--- src/rtl/inst_sequencer.sv ---
// -----------------------------------------------------------------------------
// inst_sequencer
//   Multi-cycle instruction sequencer sitting between IR fetch and the
//   datapath. Accepts one instruction per ir_valid/ir_ready handshake, drives
//   the 14-bit control word for one or more cycles, stalls memory operations
//   until mem_ack (with an optional timeout) and takes latched hardware
//   interrupts only at instruction boundaries.
//
//   Optional feature: define INST_SEQ_RETIRE_CNT_EN to add the retire_cnt
//   output (count of normally completed instructions, wraps at 2^32).
//
// Ports:
//   clk, rst_n     clock, asynchronous active-low reset
//   en             allows new instructions / interrupt entry to start
//   int_en         global interrupt enable (gates latching of hardware_int)
//   hardware_int   level interrupt request
//   ir_valid       instruction available       (in)
//   ir_ready       sequencer can accept        (out)
//   opcode, sub_flags, func_1  instruction fields, sampled on accept
//   mem_ack        single-cycle memory completion pulse
//   control_lines  datapath control word
//   int_ack        1-cycle pulse after interrupt entry completes
//   illegal_op     1-cycle pulse while an illegal opcode sits in EXEC
//   mem_fault      1-cycle pulse when a memory wait times out
//   busy           sequencer is not idle
//   retire_cnt     (INST_SEQ_RETIRE_CNT_EN only) retired instruction count
//
// Handshake: an instruction transfers on a rising clk edge where
// ir_valid && ir_ready are both high; ir_valid may be held across cycles
// while ir_ready is low and the fields must stay stable until the transfer.
// -----------------------------------------------------------------------------
module inst_sequencer #(
   parameter int OPCODE_W    = 5,
   parameter int NUM_FLAGS   = 4,
   parameter int FUNC_W      = 4,
   parameter int MEM_TIMEOUT = 0
) (
   input  logic                 clk,
   input  logic                 rst_n,
   input  logic                 en,
   input  logic                 int_en,
   input  logic                 hardware_int,
   input  logic                 ir_valid,
   output logic                 ir_ready,
   input  logic [OPCODE_W-1:0]  opcode,
   input  logic [NUM_FLAGS-1:0] sub_flags,
   input  logic [FUNC_W-1:0]    func_1,
   input  logic                 mem_ack,
   output logic [13:0]          control_lines,
   output logic                 int_ack,
   output logic                 illegal_op,
   output logic                 mem_fault,
   output logic                 busy
`ifdef INST_SEQ_RETIRE_CNT_EN
   ,
   output logic [31:0]          retire_cnt
`else
`endif
);

   localparam int COND_W = 2 * NUM_FLAGS;
   localparam int CSEL_W = $clog2(COND_W);
   localparam int CNT_W  = (MEM_TIMEOUT > 0) ? $clog2(MEM_TIMEOUT + 1) : 1;
   localparam logic [13:0] INT_WORD = 14'h3C74;

   if (CSEL_W > FUNC_W) begin : g_bad_func_w
      $error("inst_sequencer: FUNC_W is too narrow for the condition select");
   end

   // Only the low CSEL_W bits of func_1 select a condition.
   if (FUNC_W > CSEL_W) begin : g_func_hi
      logic func_hi_unused;
      assign func_hi_unused = ^func_1[FUNC_W-1:CSEL_W];
   end

   typedef enum logic [1:0] {IDLE, EXEC, MEM_WAIT, INT_ENTRY} state_t;

   state_t               state, state_n;
   logic [OPCODE_W-1:0]  opcode_q;
   logic [NUM_FLAGS-1:0] flags_q;
   logic [CSEL_W-1:0]    sel_q;
   logic                 int_pending, int_ack_q, int_done;
   logic [CNT_W-1:0]     wait_cnt, wait_cnt_n;
   logic                 timed_out, illegal, fout;
   logic [13:0]          word;
   logic [(2**CSEL_W)-1:0] cond_pad;

   function automatic logic [13:0] decode(input logic [OPCODE_W-1:0] op, input logic f);
      logic [13:0] w;
      w = 14'h0000;
      case (op)
         OPCODE_W'(0): w = 14'h0001;
         OPCODE_W'(1): w = 14'h0003;
         OPCODE_W'(2): w = 14'h0101;
         OPCODE_W'(3): w = 14'h0008;
         OPCODE_W'(4): w = 14'h2601;
         OPCODE_W'(5): w = 14'h0044;
         OPCODE_W'(6): w = 14'h0004;
         OPCODE_W'(7): w = 14'h0020 | {11'd0, f, 2'b00};
         OPCODE_W'(8): w = 14'h2874;
         default:      w = 14'h0000;
      endcase
      return w;
   endfunction

   // Condition vector padded to a power of two so out-of-range selects read 0.
   always_comb begin
      cond_pad = '0;
      cond_pad[COND_W-1:0] = {~flags_q, flags_q};
      fout = cond_pad[sel_q];
   end

   assign word      = decode(opcode_q, fout);
   assign illegal   = (opcode_q >= OPCODE_W'(9));
   assign timed_out = (MEM_TIMEOUT > 0) && (wait_cnt == CNT_W'(MEM_TIMEOUT));
   // ir_ready is the one output allowed to see an input (en); rst_n keeps it low in reset.
   assign ir_ready  = rst_n && (state == IDLE) && en && !int_pending;

   always_ff @(posedge clk or negedge rst_n) begin
      if (!rst_n) begin
         state       <= IDLE;
         opcode_q    <= '0;
         flags_q     <= '0;
         sel_q       <= '0;
         int_pending <= 1'b0;
         int_ack_q   <= 1'b0;
         wait_cnt    <= '0;
      end else begin
         state     <= state_n;
         wait_cnt  <= wait_cnt_n;
         int_ack_q <= int_done;
         // A new request in the completing cycle keeps the interrupt pending.
         int_pending <= (int_pending && !int_done) || (hardware_int && int_en);
         if (ir_valid && ir_ready) begin
            opcode_q <= opcode;
            flags_q  <= sub_flags;
            sel_q    <= func_1[CSEL_W-1:0];
         end
      end
   end

   always_comb begin
      state_n    = state;
      wait_cnt_n = '0;
      int_done   = 1'b0;
      case (state)
         IDLE: begin
            if (en && int_pending)
               state_n = INT_ENTRY;
            else if (ir_valid && ir_ready)
               state_n = EXEC;
         end
         EXEC: begin
            // A mem_ack already present in EXEC completes the access here.
            if (!illegal && word[13] && !mem_ack)
               state_n = MEM_WAIT;
            else
               state_n = IDLE;
         end
         MEM_WAIT: begin
            if (timed_out || mem_ack)
               state_n = IDLE;
            else if (MEM_TIMEOUT > 0)
               wait_cnt_n = wait_cnt + CNT_W'(1);
         end
         INT_ENTRY: begin
            // Timeout wins over a late ack; int_pending stays set for a retry.
            if (timed_out) begin
               state_n = IDLE;
            end else if (mem_ack) begin
               state_n  = IDLE;
               int_done = 1'b1;
            end else if (MEM_TIMEOUT > 0) begin
               wait_cnt_n = wait_cnt + CNT_W'(1);
            end
         end
         default: state_n = IDLE;
      endcase
   end

   always_comb begin
      control_lines = 14'h0000;
      case (state)
         EXEC:      control_lines = illegal ? 14'h0000 : word;
         MEM_WAIT:  control_lines = word;
         INT_ENTRY: control_lines = INT_WORD;
         default:   control_lines = 14'h0000;
      endcase
   end

   assign illegal_op = (state == EXEC) && illegal;
   assign mem_fault  = timed_out && ((state == MEM_WAIT) || (state == INT_ENTRY));
   assign int_ack    = int_ack_q;
   assign busy       = (state != IDLE);

`ifdef INST_SEQ_RETIRE_CNT_EN
   logic retire;
   assign retire = ((state == EXEC) && !illegal && (!word[13] || mem_ack)) ||
                   ((state == MEM_WAIT) && mem_ack && !timed_out);

   always_ff @(posedge clk or negedge rst_n) begin
      if (!rst_n)
         retire_cnt <= 32'd0;
      else if (retire)
         retire_cnt <= retire_cnt + 32'd1;
   end
`else
   // No retire counter in this build.
`endif

endmodule

--- config.mk ---
export PLATFORM = sky130hd
export DESIGN_NAME = inst_sequencer
export DESIGN_NICKNAME = d
export VERILOG_FILES = /design/src/rtl/inst_sequencer.sv
export SDC_FILE = /design/constraint.sdc
export NUM_CORES = 1
export LEC_CHECK = 0
export ABC_AREA = 1
export CAP_MARGIN = 20
export CORE_MARGIN = 2
export CORE_UTILIZATION = 25
export CTS_BUF_LIST = sky130_fd_sc_hd__clkbuf_2
export CTS_CLUSTER_SIZE = 16
export DETAILED_ROUTE_END_ITERATION = 6
export HOLD_SLACK_MARGIN = 0.12
export PLACE_DENSITY = 0.61
export SYNTH_ARGS = -nofsm -noshare
export SYNTH_HDL_FRONTEND = slang
export SYNTH_SLANG_ARGS = --single-unit
--- constraint.sdc ---
create_clock -name clk -period 2.1 [get_ports clk]
set_input_delay 0.63 -clock clk [delete_from_list [all_inputs] [get_ports clk]]
set_output_delay 0.63 -clock clk [all_outputs]
set_load 0.05 [all_outputs]
==> reports/qor.yml, run 1 <==
status: "finished with violations"
violations: "negative setup slack"
io_buffers: 35
synth_top_area_cell: "dfrtp_1"
cp-end-kind: "primary output"
clockRootBuffer: "clkbuf_2"
final_cell_mix: "nand2_1 (48), clkdlybuf4s50_1 (16), buf_12 (16)"
start_kind: "flop"
path_class: "reg2out"
cts.clk_slew.worst_paths_ns: 0.14
avgSynthCellArea_sq_um: 7.02
fmax_mhz: 436
grt_pass1_wl_um: 4070
fin_crit_sh: 1.09
grt_max_degree: 21
whs_ns: 0.445
worstPathArrival_ns: 1.66
max_cap_viol_count: 0
cts_tree: "yes"
place_area_sq_um: 1600
routed_via_density: 4.13
cts.path.max_buffers: 2
critPathRequiredTime_ns: 1.47
ant_nets: 0
routed-via-count: 987
layout_min_cycle_time_ns: 2.29
grt_remaining_overflow: 0
dp.cells: 232
rows: 23
ys_types: 24
ir_drop_mv: 0.349
first_pass_iters: 4
cts_buffers: 3
wirelength_um: 2300
drv_slew: 0
hold_path.class: "in2async"
leakagePower_nw: 0.851
nets: 211
yosysWarnings: 0
die_h_um: 67.4
post-dp-hpwl_um: 1870
tns_ns: -1.60
area_growth_pct: 70.4
start_util: 0.255
grt.total_usage: 0.116
drt_drc_violations_left: 0
globalplace.congestion: 0.788
worstSkewPairLatency_ns: 0.27
wl_per_cell_um: 9.60
clock-sinks: 16
htree_levels: 1
seq_area_frac_synth: 0.399
final_cell_count_no_fill: 239
syn_inst: 143
hold_violations: 0
die-area_sq_um: 4540
cp_max_fo: 5
core_sq_um: 3940
syn-cell-area_sq_um: 1000
async_flop_share: 1.00
cts_hold_buf: 0
synthTopCellsByArea: "dfrtp_1 (40%), nand2_1 (20%), inv_1 (6.0%), o21ai_1 (5.0%), nand3_1 (4.5%)"
grt_pass1_vias: 962
synth_top_area_share: 0.399
finalClockSkew_ns: 0.00228
rsz0062_at_grt: "yes"
final_cell_area_sq_um: 1710
io_pins: 39
setup_slack_ns: -0.194
drive_gt1_frac: 0.333
ys_ff_latch: 16
drt_iter0_markers: 19
finalSetupViolations: 11
ys.flop_type: "dfrtp_1"
diodes: 0
reg2reg_slack_ns: 0.45
mostFrequentLayoutCell: "nand2_1"
fp.dieW_um: 67.4
powerDensity_nw_per_um2: 1210
synth_edf_count: 0
grt_antenna_before_repair: 0
## worst max-delay path, cell delays in order, from the launching register on
cell and delay (ns):
dfrtp_1 0.43, nor2_4 0.14, nand2_2 0.06, a21oi_2 0.15
nand2_2 0.08, a21oi_4 0.18, nand2_1 0.09, nand2_2 0.12
buf_12 0.14
## path summary, 6_finish.rpt
check                                        start                 endpoint  depth (start not counted)
min reg2reg                 flags_q[1]$_DFFE_PN0P_   flags_q[1]$_DFFE_PN0P_                          2
min                                          rst_n        int_ack$_DFF_PN0_                          2
max                        opcode_q[1]$_DFFE_PN0P_        control_lines[11]                          8
max in group asynchronous                    rst_n  opcode_q[2]$_DFFE_PN0P_                          2
min in group clk            flags_q[1]$_DFFE_PN0P_   flags_q[1]$_DFFE_PN0P_                          2
max reg2reg                   state[1]$_DFFE_PN0P_  opcode_q[2]$_DFFE_PN0P_                          9
## routing by layer
layer / vias to the layer above / routed length [um] / share of wire / GRT usage
met5: - / 0 / 0 / 0
met1: 435 / 1000 / 0.44 / 0.141
met4: 0 / 15 / 0.0065 / 0.0536
met3: 2 / 100 / 0.044 / 0.0183
li1: 530 / - / - / -
met2: 20 / 1180 / 0.51 / 0.202
## registers in the layout (all words and copies together), names as in the netlist
| name | cells |
|---|---|
| state | 2 |
| sel_q | 3 |
| int_ack | 1 |
| int_pending | 1 |
| opcode_q | 5 |
| flags_q | 4 |
## report_power, final
group / switching (W) / total (W) / internal [W]
clock: 0.0000894 / 0.000128 / 0.0000390
sequential: 0.000114 / 0.000552 / 0.000437
combinational: 0.000802 / 0.00140 / 0.000593
## synthesized netlist by cell type (2+ instances only)
cell,count
o21ai_1,10
inv_2,5
nand2_4,2
nand3_1,9
a21oi_1,3
nand4_1,2
dfrtp_1,16
nor2_1,9
inv_1,16
nand2_1,54
buf_4,3
buf_6,2
## logic make-up after synthesis
family	synth area share
DFF	0.399
AOI/OAI and AO/OA	0.111
and+or+nand+nor	0.354
buffers and inverters	0.132
other	0.00374
## final cells by class
cell class                      count  area [sq um]
Inverter                           23          87.6
Fill cell                         395          2230
Clock buffer                        3          15.0
Tap cell                           50          62.6
Multi-Input combinational cell    100           547
Sequential cell                    16           403
Timing Repair Buffer               47           596
## what timing repair did
| item | in CTS | in global routing |
|---|---|---|
| hold endpoints to repair | 0 | 0 |
| gates resized for setup | 18 | 5 |
| pin swaps | 4 | 3 |
| setup buffers | 4 | 0 |
| endpoints found under the setup margin | 13 | 13 |
## stage by stage
stage	setup WS, ns	utilization	total power [W]
2_1_floorplan	-0.225	-	0.00130
3_3_place_gp	-0.119	0.406	0.00182
5_1_grt	-0.334	0.434	0.00223
3_5_place_dp	-0.141	0.406	0.00184
4_1_cts	-0.225	0.429	0.00206
6_report	-0.194	0.434	0.00208
(Power assumes the default switching activity.)
==> run 2, diff against run 1 <==
PLACE_DENSITY = default   (was 0.61)
==> run 2 against run 1 <==
The flow still finishes with violations (negative setup slack). Clock-buffer cell count unchanged. Sequential power down 2%. Clock skew about the same. Clock power down 3%. Largest cell class unchanged. Highest routed layer unchanged.
==> reports/qor.yml, run 2 (synthesis results as in run 1) <==
regArea_sq_um: 402  # -0.31%
status: "finished with violations"
cts_hold_buf: 0  # unchanged
worstSkewPairLatency_ns: 0.27  # about the same
core_sq_um: 3940  # unchanged
clockRootBuffer: "clkbuf_2"
fmax_mhz: 438  # +0.47%
ant_nets: 0  # unchanged
cpMostUsedCell: "nor2_4"
io_pins: 39  # unchanged
nets: 208  # -1.4%
largest_reg_flops: 5  # unchanged
finalClockSkew_ns: 0.00210  # -0.000179 ns
leakagePower_nw: 0.837  # -1.7%
grt.total_usage: 0.112  # -0.00452
grt_pass1_wl_um: 3880  # -4.6%
cts_tree: "yes"
first_pass_iters: 4  # unchanged
utilization: 0.423  # -0.0111
max_cap_viol_count: 0  # unchanged
cts.clk_slew.worst_paths_ns: 0.14  # about the same
globalplace.congestion: 0.801  # +1.7%
drv_slew: 0  # unchanged
finalSetupViolations: 11  # unchanged
die-area_sq_um: 4540  # unchanged
mostFrequentLayoutCell: "nand2_1"
ir_drop_mv: 0.363  # +3.8%
final_cell_mix: "nand2_1 (49), inv_1 (16), clkdlybuf4s50_1 (16), buf_12 (16), dfrtp_1 (15)"
top_regs: "opcode_q: 5 flops, flags_q: 4 flops, sel_q: 3 flops"
cts_buffers: 3  # unchanged
fillers: 404  # +2.3%
post-dp-hpwl_um: 1890  # +1.3%
area_growth_pct: 66.1
grt_remaining_overflow: 0  # unchanged
cpPeakStageDelay_ns: 0.43  # about the same
routed_via_density: 4.23  # +2.5%
rows: 23  # unchanged
htree_levels: 1  # unchanged
rsz0062_at_grt: "yes"
slowest_stage: "dfrtp_1"
cp_max_fo: 5  # unchanged
critPathRequiredTime_ns: 1.47  # about the same
cts.path.max_buffers: 2  # unchanged
layout_min_cycle_time_ns: 2.28  # -0.0108 ns
io_buffers: 35  # unchanged
hold_path.class: "in2async"
grt_antenna_before_repair: 0  # unchanged
wirelength_um: 2260  # -1.4%
drt_iter0_markers: 18  # -1
final_cell_area_sq_um: 1670  # -2.6%
grt_pass1_vias: 931  # -3.2%
grt_max_degree: 21  # unchanged
path_cells: "nor2_4, nand2_2, a21oi_2, nand2_1, a21oi_4, inv_2, nor2_4, buf_12"
fin_crit_sh: 1.09  # -0.00514
path_class: "reg2out"
drive_gt1_frac: 0.296  # -0.0376
powerDensity_nw_per_um2: 1210  # +0.12%
routed-via-count: 999  # +1.2%
violations: "negative setup slack"
place_area_sq_um: 1600  # unchanged
multiInputGateArea_sq_um: 527  # -3.7%
start_util: 0.255  # unchanged
setup_slack_ns: -0.183  # +0.0108 ns
clock-sinks: 16  # unchanged
drt_drc_violations_left: 0  # unchanged
reg2reg_slack_ns: 0.56  # +0.11 ns
start_kind: "flop"
hold_violations: 0  # unchanged
wl_per_cell_um: 9.58  # -0.19%
cp-end-kind: "primary output"
regMostFlops: "opcode_q"
fp.dieW_um: 67.4  # unchanged
diodes: 0  # unchanged
worstPathArrival_ns: 1.65  # about the same
die_h_um: 67.4  # unchanged
run 2: changes by cell type in the layout (fill, tap and decap cells not counted), sizes merged:
cell / before / now
buf: 29 / 26
run 2: path summary, 6_finish.rpt:
check                                              from                 endpoint  depth (start not counted)
max in group asynchronous                         rst_n     state[0]$_DFFE_PN0P_                          2
min in group clk                 flags_q[2]$_DFFE_PN0P_   flags_q[2]$_DFFE_PN0P_                          2
worst min-delay path                              rst_n  opcode_q[3]$_DFFE_PN0P_                          2
worst min register to register   flags_q[2]$_DFFE_PN0P_   flags_q[2]$_DFFE_PN0P_                          2
worst max-delay path            opcode_q[1]$_DFFE_PN0P_         control_lines[3]                          8
worst max register to register     state[1]$_DFFE_PN0P_  opcode_q[2]$_DFFE_PN0P_                          8
run 2: where the power goes:
part           leakage (nW)  switching [W]  total [W]  internal, W
clock network        0.0125      0.0000849   0.000124    0.0000390
registers             0.191       0.000108   0.000543     0.000436
logic                 0.634       0.000788    0.00136     0.000569
run 2: stage by stage:
| stage | setup TNS (ns) | std cells | hold WS (ns) | total power [W] | setup slack [ns] |
|---|---|---|---|---|---|
| 3_5_place_dp | -0.135 | 232 | 0.467 | 0.00184 | -0.129 |
| 2_1_floorplan | -0.540 | 144 | 0.334 | 0.00130 | -0.225 |
| 3_3_place_gp | -0.123 | 232 | 0.467 | 0.00183 | -0.123 |
| 4_1_cts | -1.94 | 236 | 0.440 | 0.00203 | -0.228 |
| 6_report | -1.54 | 236 | 0.453 | 0.00202 | -0.183 |
| 5_1_grt | -2.98 | 236 | 0.472 | 0.00217 | -0.322 |
run 2: area by class of cell:
class / count / share of cell area
timing repair buffer: 44 / 0.344
tap: 50 / 0.0375
sequential: 16 / 0.241
multi-input combinational: 100 / 0.316
inverter: 23 / 0.0526
clock buffer: 3 / 0.00901
run 2: critical path: cells and delay by family (launching register included):
kind            cells  cell delay (ns)
compound gates      2             0.31
simple gates        4             0.41
buf+inv             2             0.23
flops               1             0.43
run 2: repair_timing:
action,in CTS,in global routing
endpoints found under the setup margin,13,13
setup buffers,1,0
pin swaps,4,1
gates resized for setup,14,2
run 2: per-layer routing:
layer,wire (um),up-vias,global-route usage
li1,-,528,-
met1,979,442,0.134
met2,1160,27,0.198
met3,108,2,0.0183
met4,9,0,0.0459
met5,0,-,0
==> run 3, diff against run 2 <==
clock period = 2.4 ns   (was 2.1 ns; I/O delays follow)
==> run 3 against run 2 <==
Clock power barely moved. The run still ends with negative setup slack left. Highest routed layer unchanged. Largest cell class unchanged. Cell count grew 1.3%. Critical path depth did not move. Combinational power down 13%. Clock-buffer cell count unchanged. Utilization about the same. Die area unchanged. Hold slack better by 0.046 ns.
==> reports/qor.yml, run 3 (synthesis results as in run 1) <==
cpMostUsedCell: "nand2_2"
setup_slack_ns: -0.0982  # +0.0849 ns
status: "finished with violations"
grt.total_usage: 0.116  # +0.00378
clockRootBuffer: "clkbuf_2"
grt_max_degree: 21  # unchanged
htree_levels: 1  # unchanged
grt_antenna_before_repair: 0  # unchanged
hold_path.class: "reg2reg"
core_sq_um: 3940  # unchanged
routed.top_layer: "met4"
clock-sinks: 16  # unchanged
tns_ns: -0.539  # +1.00 ns
cts_buffers: 3  # unchanged
post-dp-hpwl_um: 1880  # -0.68%
path_class: "reg2out"
grt_pass1_vias: 935  # +0.43%
first_pass_iters: 5  # +1
layout_min_cycle_time_ns: 2.50
io_pins: 39  # unchanged
cts_tree: "yes"
worstSkewPairLatency_ns: 0.30  # +0.03 ns
min_to: "flags_q[3]$_DFFE_PN0P_"
finalClockSkew_ns: 0.00781  # +0.00571 ns
rr_endpoint: "state[0]$_DFFE_PN0P_"
met1Wirelength_um: 1020  # +3.8%
grt_pass1_wl_um: 4020  # +3.6%
wirelength_um: 2350  # +3.9%
fmax_mhz: 400
leakagePower_nw: 0.844  # +0.86%
place_area_sq_um: 1540  # -4.0%
r2r-start: "state[1]$_DFFE_PN0P_"
globalplace.congestion: 0.833  # +4.0%
rsz0062_at_grt: "yes"
diodes: 0  # unchanged
mostFrequentLayoutCell: "nand2_1"
drt_drc_violations_left: 0  # unchanged
crit_start: "opcode_q[1]$_DFFE_PN0P_"
min_from: "flags_q[3]$_DFFE_PN0P_"
cts.path.max_buffers: 2  # unchanged
top_regs: "opcode_q: 5 flops, flags_q: 4 flops, sel_q: 3 flops"
drt_iter0_markers: 18  # unchanged
cp-end-kind: "primary output"
utilization: 0.423  # about the same
fillers: 407  # +0.74%
violations: "negative setup slack"
hold_violations: 0  # unchanged
start_util: 0.255  # unchanged
worstPathArrival_ns: 1.78  # +0.13 ns
fin_crit_sh: 1.04
met3_wirelength_um: 141  # +31%
reg2reg_slack_ns: 0.88  # +0.32 ns
start_kind: "flop"
final_cell_mix: "nand2_1 (47), clkdlybuf4s50_1 (17), dfrtp_1 (16)"
area_growth_pct: 66.2  # about the same
fp.dieW_um: 67.4  # unchanged
critPathRequiredTime_ns: 1.68  # +0.21 ns
final_cell_count_no_fill: 239  # +1.3%
finalSetupViolations: 8  # -3
p_total_w: 0.00178  # -12%
cp_max_fo: 5  # unchanged
nets: 210  # +0.96%
io_buffers: 35  # unchanged
largest_reg_flops: 5  # unchanged
cts.clk_slew.worst_paths_ns: 0.16  # +0.02 ns
ant_nets: 0  # unchanged
routed_via_density: 4.25  # +0.33%
powerDensity_nw_per_um2: 1070  # -12%
cpPeakStageDelay_ns: 0.44  # about the same
routed-via-count: 1015  # +1.6%
path_cells: "nor2_4, nand2_2, a21oi_4, nand2_2, a21oi_4, nand2_1, nand2_2, buf_12"
drive_gt1_frac: 0.312  # +0.0165
slowest_stage: "dfrtp_1"
die_h_um: 67.4  # unchanged
final_cell_area_sq_um: 1670  # about the same
dr_wl_met2_um: 1120  # -3.6%
drv_slew: 0  # unchanged
die-area_sq_um: 4540  # unchanged
max_cap_viol_count: 0  # unchanged
wl_per_cell_um: 9.84  # +2.6%
grt_remaining_overflow: 0  # unchanged
dp.cells: 227  # -2.2%
ir_drop_mv: 0.308  # -15%
regMostFlops: "opcode_q"
rows: 23  # unchanged
r2r_cells: 8  # unchanged
whs_path_depth: 2
run 3: changes by cell type in the layout (fill, tap and decap cells not counted), moves of 2 or more:
cell     previous run  this run
buf_12             16        14
nand2_1            49        47
buf_4              10        13
nand2_2             6         8
inv_1              16        13
inv_2               5         8
run 3: routing by layer:
metal	GRT usage	up-vias
li1	-	526
met1	0.141	452
met2	0.188	30
met3	0.0300	7
met4	0.0587	0
met5	0	-
run 3: layout make-up:
| class | instances | area, sq um | share of cell area |
|---|---|---|---|
| repair buffers | 46 | 569 | 0.341 |
| multi-input cells | 100 | 529 | 0.317 |
| flip-flops and latches | 16 | 400 | 0.240 |
| inverters | 23 | 87.6 | 0.0525 |
| well taps | 50 | 62.6 | 0.0375 |
| clock buffers | 3 | 15.0 | 0.00900 |
| clock inverters | 1 | 3.75 | 0.00225 |
run 3: critical path: cells and delay by family (launching register included):
kind	cells	cell delay, ns
simple gates	5	0.53
buf+inv	1	0.15
flops	1	0.44
compound gates	2	0.36
run 3: how the worst max path moves through the flow:
stage | end | slack, ns
after floorplan | control_lines[0] | -0.02
after global placement | ir_ready | -0.14
after detailed placement | ir_ready | -0.14
after CTS | control_lines[11] | -0.09
after global routing | control_lines[4] | -0.21
final | control_lines[4] | -0.1
run 3: where the power goes:
| group | switching [W] | internal [W] |
|---|---|---|
| sequential | 0.0000911 | 0.000379 |
| combinational | 0.000696 | 0.000492 |
| clock | 0.0000888 | 0.0000362 |
run 3: through the flow:
stage / worst slack [ns] / hold WS, ns
after CTS: -0.0892 / 0.503
final: -0.0982 / 0.499
after floorplan: -0.0154 / 0.424
after global placement: -0.145 / 0.468
after detailed placement: -0.135 / 0.466
after global routing: -0.212 / 0.533
run 3: what timing repair did:
action                                  4_1_cts  5_1_grt
buffers inserted                              4        4
endpoints found under the setup margin        9       13
pin swaps                                     4        7
resized for setup                             8       12
hold buffers                                  0        0
cloned                                        0        0
